`src/rtl/blink_rate_ctrl.sv`:
```
// Button-stepped LED clock divider: a debounced press selects the next of four
// half-period presets, applied only at a divider terminal count.
module blink_rate_ctrl #(
    parameter int unsigned COUNT_WIDTH     = 24,
    parameter int unsigned RATE0           = 6000000 - 1,
    parameter int unsigned RATE1           = 3000000 - 1,
    parameter int unsigned RATE2           = 1500000 - 1,
    parameter int unsigned RATE3           = 750000 - 1,
    parameter int unsigned DB_WIDTH        = 17,
    parameter int unsigned DEBOUNCE_CYCLES = 120000
) (
    input  logic       clk,
    input  logic       rst,
    input  logic       btn_n,
    output logic       out,
    output logic [1:0] rate_sel,
    output logic       change_pending
);

    localparam logic [COUNT_WIDTH-1:0] TC0     = COUNT_WIDTH'(RATE0);
    localparam logic [COUNT_WIDTH-1:0] TC1     = COUNT_WIDTH'(RATE1);
    localparam logic [COUNT_WIDTH-1:0] TC2     = COUNT_WIDTH'(RATE2);
    localparam logic [COUNT_WIDTH-1:0] TC3     = COUNT_WIDTH'(RATE3);
    localparam logic [DB_WIDTH-1:0]    DB_LAST = DB_WIDTH'(DEBOUNCE_CYCLES - 1);

    typedef enum logic {RUN, PENDING} state_t;

    state_t                 state, state_nx;
    logic                   btn_m, btn_s;
    logic                   debounced, debounced_d, press;
    logic [DB_WIDTH-1:0]    db_cnt;
    logic [COUNT_WIDTH-1:0] count, tc;
    logic                   wrap;
    logic [1:0]             next_sel, next_sel_nx, rate_sel_nx;

    // Synchroniser, debounce and registered falling-edge (press) detect.
    always_ff @(posedge clk) begin
        if (rst) begin
            btn_m       <= 1'b1;
            btn_s       <= 1'b1;
            debounced   <= 1'b1;
            debounced_d <= 1'b1;
            press       <= 1'b0;
            db_cnt      <= '0;
        end else begin
            btn_m       <= btn_n;
            btn_s       <= btn_m;
            debounced_d <= debounced;
            press       <= debounced_d & ~debounced;
            if (btn_s == debounced) begin
                db_cnt <= '0;
            end else if (db_cnt == DB_LAST) begin
                debounced <= btn_s;
                db_cnt    <= '0;
            end else begin
                db_cnt <= db_cnt + 1'b1;
            end
        end
    end

    always_comb begin
        case (rate_sel)
            2'd0:    tc = TC0;
            2'd1:    tc = TC1;
            2'd2:    tc = TC2;
            default: tc = TC3;
        endcase
    end

    assign wrap = (count == tc);

    always_ff @(posedge clk) begin
        if (rst) begin
            count <= '0;
            out   <= 1'b0;
        end else if (wrap) begin
            count <= '0;
            out   <= ~out;
        end else begin
            count <= count + 1'b1;
        end
    end

    always_ff @(posedge clk) begin
        if (rst) begin
            state    <= RUN;
            rate_sel <= 2'd0;
            next_sel <= 2'd0;
        end else begin
            state    <= state_nx;
            rate_sel <= rate_sel_nx;
            next_sel <= next_sel_nx;
        end
    end

    // rate_sel only moves on a wrap, so the running half-period is never cut short.
    always_comb begin
        state_nx    = state;
        next_sel_nx = next_sel;
        rate_sel_nx = rate_sel;
        case (state)
            RUN: begin
                if (press) begin
                    next_sel_nx = rate_sel + 2'd1;
                    state_nx    = PENDING;
                end
            end
            PENDING: begin
                if (press && wrap) begin
                    rate_sel_nx = next_sel + 2'd1;
                    state_nx    = RUN;
                end else if (press) begin
                    next_sel_nx = next_sel + 2'd1;
                end else if (wrap) begin
                    rate_sel_nx = next_sel;
                    state_nx    = RUN;
                end
            end
            default: state_nx = RUN;
        endcase
    end

    assign change_pending = (state == PENDING);

endmodule

```
`config.mk`:
```
export PLATFORM = sky130hd
export DESIGN_NAME = blink_rate_ctrl
export DESIGN_NICKNAME = d
export VERILOG_FILES = /design/src/rtl/blink_rate_ctrl.sv
export SDC_FILE = /design/constraint.sdc
export NUM_CORES = 1
export LEC_CHECK = 0
export BUFFER_PORTS_ARGS = -buffer_cell sky130_fd_sc_hd__buf_4
export CORE_ASPECT_RATIO = 0.75
export CORE_UTILIZATION = 55
export DETAILED_ROUTE_END_ITERATION = 7
export MAX_ROUTING_LAYER = met4
export PLACE_DENSITY_LB_ADDON = 0.1
export SLEW_MARGIN = 20
export SYNTH_ARGS = -nofsm -noshare
export SYNTH_HDL_FRONTEND = slang
export SYNTH_SLANG_ARGS = --single-unit
```
`constraint.sdc`:
```
create_clock -name clk -period 2.2 [get_ports clk]
set_input_delay 0 -clock clk [delete_from_list [all_inputs] [get_ports clk]]
set_output_delay 0 -clock clk [all_outputs]
set_load 0.01 [all_outputs]
```
Word-level counts from Yosys, hierarchy flattened. Cells that the tools add are included.

Output and inout port bits: 4. Register bits after elaboration: 52. Logic and storage cells: 50. Input bits: 3.

Reduce and logical (&&, ||, !) cells: 8. Equality and inequality tests: 9. $add $sub $neg: 4. Multiplexer cells: 13. Bitwise logic cells: 5.

Operators by type and width (count): $pmux 23 s3 (1); $add 24x1->24 const B (1); $eq 24x24->1 (1); $add 17x1->17 const B (1); $eq 17x17->1 const B (1); $mux 2 (6); $reduce_and 3->1 (2); $add 2x1->2 const B (2); $mux 1 (4); $ne 2x1->1 const B (2); $ne 2x2->1 const B (2); $not 1->1 (4); $pmux 2 s2 (1); $reduce_or 3->1 (1); $eq 2x1->1 const B (1); $eq 2x2->1 const B (1); $logic_not 2->1 (1); $pmux 1 s2 (1); $reduce_and 2->1 (1); $reduce_bool 2->1 (1); $reduce_or 2->1 (1); $and 1x1->1 (1); $eq 1x1->1 (1); $logic_and 1x1->1 (1).

Depth between registers and ports, before layout.
Depth in word-level cells: 7. Depth in mapped cells: 8. Depth with buffers taken out: 7.

Least setup slack after synthesis. No wires, ideal clock.

Kind: register to register. Start point: register rate_sel[1]. End point: register out. Stages on the path, launching flop included: 8. Data arrival time: 2134 ps. Setup slack: -57 ps. Setup time: 123 ps. Path buffers: 0. Path through: dfxtp_1 -> inv_1 -> ha_1 -> and3_1 -> o22ai_1 -> a2111oi_4 -> and3_1 -> mux2_1.

Longest elaborated chain between the ends: 3.

RTL lines: start, declared (line 16) `output logic [1:0] rate_sel,`; start signal, assigned (line 91) `rate_sel <= rate_sel_nx;`; $eq 2x2->1 (tied with other cells) (line 62) `case (rate_sel)`; $pmux 23 s3 (*) (line 62); $eq 24x24->1 (*) (line 70) `assign wrap = (count == tc);`; end signal, assigned (line 78) `out <= ~out;`; end, declared (line 15) `output logic out,`.

Mark *: on every way between the ends. The rest lies on a longest branch, timed or not. A chain may end at the register's enable or synchronous reset.

Worst setup path after layout.
Start point: register rate_sel[0]. End point: register out.

The elaborated chain is that of the path after synthesis.

==> impl_metrics.csv <==
group,metric,value,unit
outcome,status,"finished, final reports clean",
clocking,clock_latency,0.32,ns
route,wirelength_met1,2.64,mm
placed_design,place_congestion,0.773,
global_route,grtUsageTotal,21.9,%
placed_design,place_ws,-0.00502,ns
die,fp.dieH,60.9,um
timing,post-route-period-util,97.5,%
critical_path,critical_path_required,2.41,ns
placed_design,dp.cells,351,
clocking,clkSlewWorstSetupHoldPaths,0.09,ns
layout,finalNonFillerCells,361,
clocking,cts_inserted_buffers,5,
layout,synthToLayoutAreaGrowth,12.7,%
die,initial_standard_cell_utilization_of_the_core,57.3,%
job,max-cap-violations,0,
global_route,grt_pass1_wl,7.58,mm
route,drt.antenna.violating_nets,0,
placed_design,detailedPlacementHpwl,3.38,mm
route,met3_length,314,um
logic_synthesis,synth.distinct_cells,39,
logic_synthesis,synth_sequential_area_ratio,40.9,%
logic_synthesis,yosys_warnings,0,
layout,fill_cells,373,
layout,post-route-cell-area,2870,um^2
placed_design,port_buffers,6,
worst_hold_path,hp-class,"in2reg",
timing,layout_setup_ws,0.0550,ns
route,final_routed_drc_violation_total,0,
route,top_signal_layer_used,"met4",
route,routedWlPerCell,13.4,um
route,drt_pre_antenna_iters,4,
global_route,antenna_found_initial,0,
logic_synthesis,synth_enable_flop_cells,0,
global_route,grt_max_degree,25,
power_and_ir_drop,leakagePower,1.06,nW
logic_synthesis,synth_cells,287,
clocking,htreeDepth,2,
logic_synthesis,most_common_flop_cell_mapped_by_yosys,"dfxtp_1",
logic_synthesis,async_flop_share,0,%
timing,finalHoldViolCount,0,
critical_path,setup.worst_path.class,"reg2reg",
die,die-area,4900,um^2
logic_synthesis,synth_net_count,299,
timing,fin_skew,0.00615,ns
logic_synthesis,ys_seq_elements,52,
timing,maxSlewHeadroom,63.0,%
timing,layout_min_cycle_time,2.15,ns
route,routed_wl,4.86,mm
die,placement_rows,21,
layout,antennaDiodeCount,0,
logic_synthesis,netlist_area,2540,um^2
route,route.detailed.vias_per_inst,5.37,
timing,finalSetupViolCount,0,
route,route.vias.total,1938,
critical_path,rrSetupSlack,0.05,ns
clocking,clock-sinks,52,
route,wl_met2,1.83,mm
critical_path,crit_path_max_fanout,5,
global_route,vias_in_the_first_global_route,1597,
critical_path,cp-start-kind,"register",
placed_design,place_area,2690,um^2
power_and_ir_drop,vdd_drop_max,361,uV
layout,seqCellArea,1050,um^2
clocking,postCtsSetupBuffers,0,
global_route,overflow,0,
die,io_pins,7,
die,die-width,80.5,um
critical_path,critPathCaptureType,"register",
power_and_ir_drop,power.density,544,nW/um^2
logic_synthesis,synth_area_per_cell,8.86,um^2
clocking,cts.path.max_buffers,2,
timing,worstMarginPinSlew,0.551,ns
clocking,ctsRootBufferMaster,"clkbuf_8",
route,dr.first_iter.drc_count,104,
layout,design.final.nets,315,
timing,timing.final.max_slew_violations,0,
critical_path,worst_path_arrival_time,2.35,ns
layout,layout.cells.most_common,"nor2_1",
layout,layout-drive-gt1-share,13.8,%
die,core_area,4440,um^2
timing,max_clock_freq,0.466,GHz
power_and_ir_drop,finalPower,1.56,mW
layout,multi_input_area,1490,um^2
layout,mostFrequentLayoutCells,"nor2_1, dfxtp_1, xor2_1",
clocking,tritoncts_clock_tree,"yes",
## cells in the mapped netlist (all sizes together) (4+ instances only)
cell type,n,area share [%]
nor2b,4,0.98
ha,9,4.4
buf,4,1.1
xor2,28,9.6
a21oi,4,0.79
dfxtp,52,41
inv,10,1.5
nor2,56,8.3
nand3,16,3.1
nand4,9,2.2
xnor2,18,6.2
nor3,8,1.6
and3,13,3.2
nand2,15,2.2
## cell families after synthesis
family | synth area share, %
AO/OA/AOI/OAI | 7.58
XOR/XNOR | 15.8
adder cells (fa/ha/maj) | 4.43
buffers and inverters | 3.05
flip-flops | 40.9
multiplexers | 0.443
AND/OR/NAND/NOR | 27.7
## routing by layer
layer | vias to the layer above | global-route usage, %
li1 | 1006 | -
met1 | 880 | 32.3
met2 | 45 | 26.9
met3 | 7 | 5.11
met4 | 0 | 10.7
met5 | - | -
## per-stage QoR
stage,hold WS [ns],TNS (ns),util (%)
after global placement,0.186,0,60.5
after floorplan,0.104,0,-
after global routing,0.408,-0.00588,64.6
after CTS,0.405,0,63.0
final,0.411,0,64.6
after detailed placement,0.194,-0.00502,60.5
## path summary, 6_finish.rpt
| check | endpoint | cells after the start | startpoint |
|---|---|---|---|
| max | out$_SDFFE_PP0N_ | 7 | rate_sel[0]$_SDFFE_PP0P_ |
| max reg2reg | out$_SDFFE_PP0N_ | 7 | rate_sel[0]$_SDFFE_PP0P_ |
| min reg2reg | press$_SDFF_PP0_ | 2 | debounced_d$_SDFF_PP1_ |
| min | btn_m$_SDFF_PP1_ | 3 | btn_n |
## worst max-delay path, cell delays in order (launching register included)
cell and delay [ns]:
dfxtp_4 0.38, inv_6 0.09, ha_4 0.15, nor2_1 0.05
or3_4 0.37, a2111oi_4 0.43, and3_4 0.25, mux2_1 0.31
## where the power goes
part | switching [mW] | internal [mW]
sequential | 0.00521 | 0.946
combinational | 0.0197 | 0.0148
clock | 0.323 | 0.252
## sequential cells by signal, summed over array words and instances, names as in the netlist, 2 cells and up
name,flops
count,24
db_cnt,17
next_sel,2
rate_sel,2
## repair_timing
action | in CTS | in global routing
gates resized for setup | 0 | 14
endpoints found under the setup margin | 1 | 6
hold endpoints to repair | 5 | 0
pin swaps | 1 | 3
hold buffers | 2 | 0
gates cloned | 0 | 0
## layout make-up
| cell class | instances | share of cell area, % |
|---|---|---|
| sequential | 52 | 36.5 |
| tap | 57 | 2.49 |
| timing repair buffer | 16 | 4.36 |
| clock buffer | 6 | 2.88 |
| inverter | 10 | 1.57 |
| clock inverter | 2 | 0.349 |
| multi-input combinational | 218 | 51.9 |
Note: power is estimated with default switching activity, not from simulation.
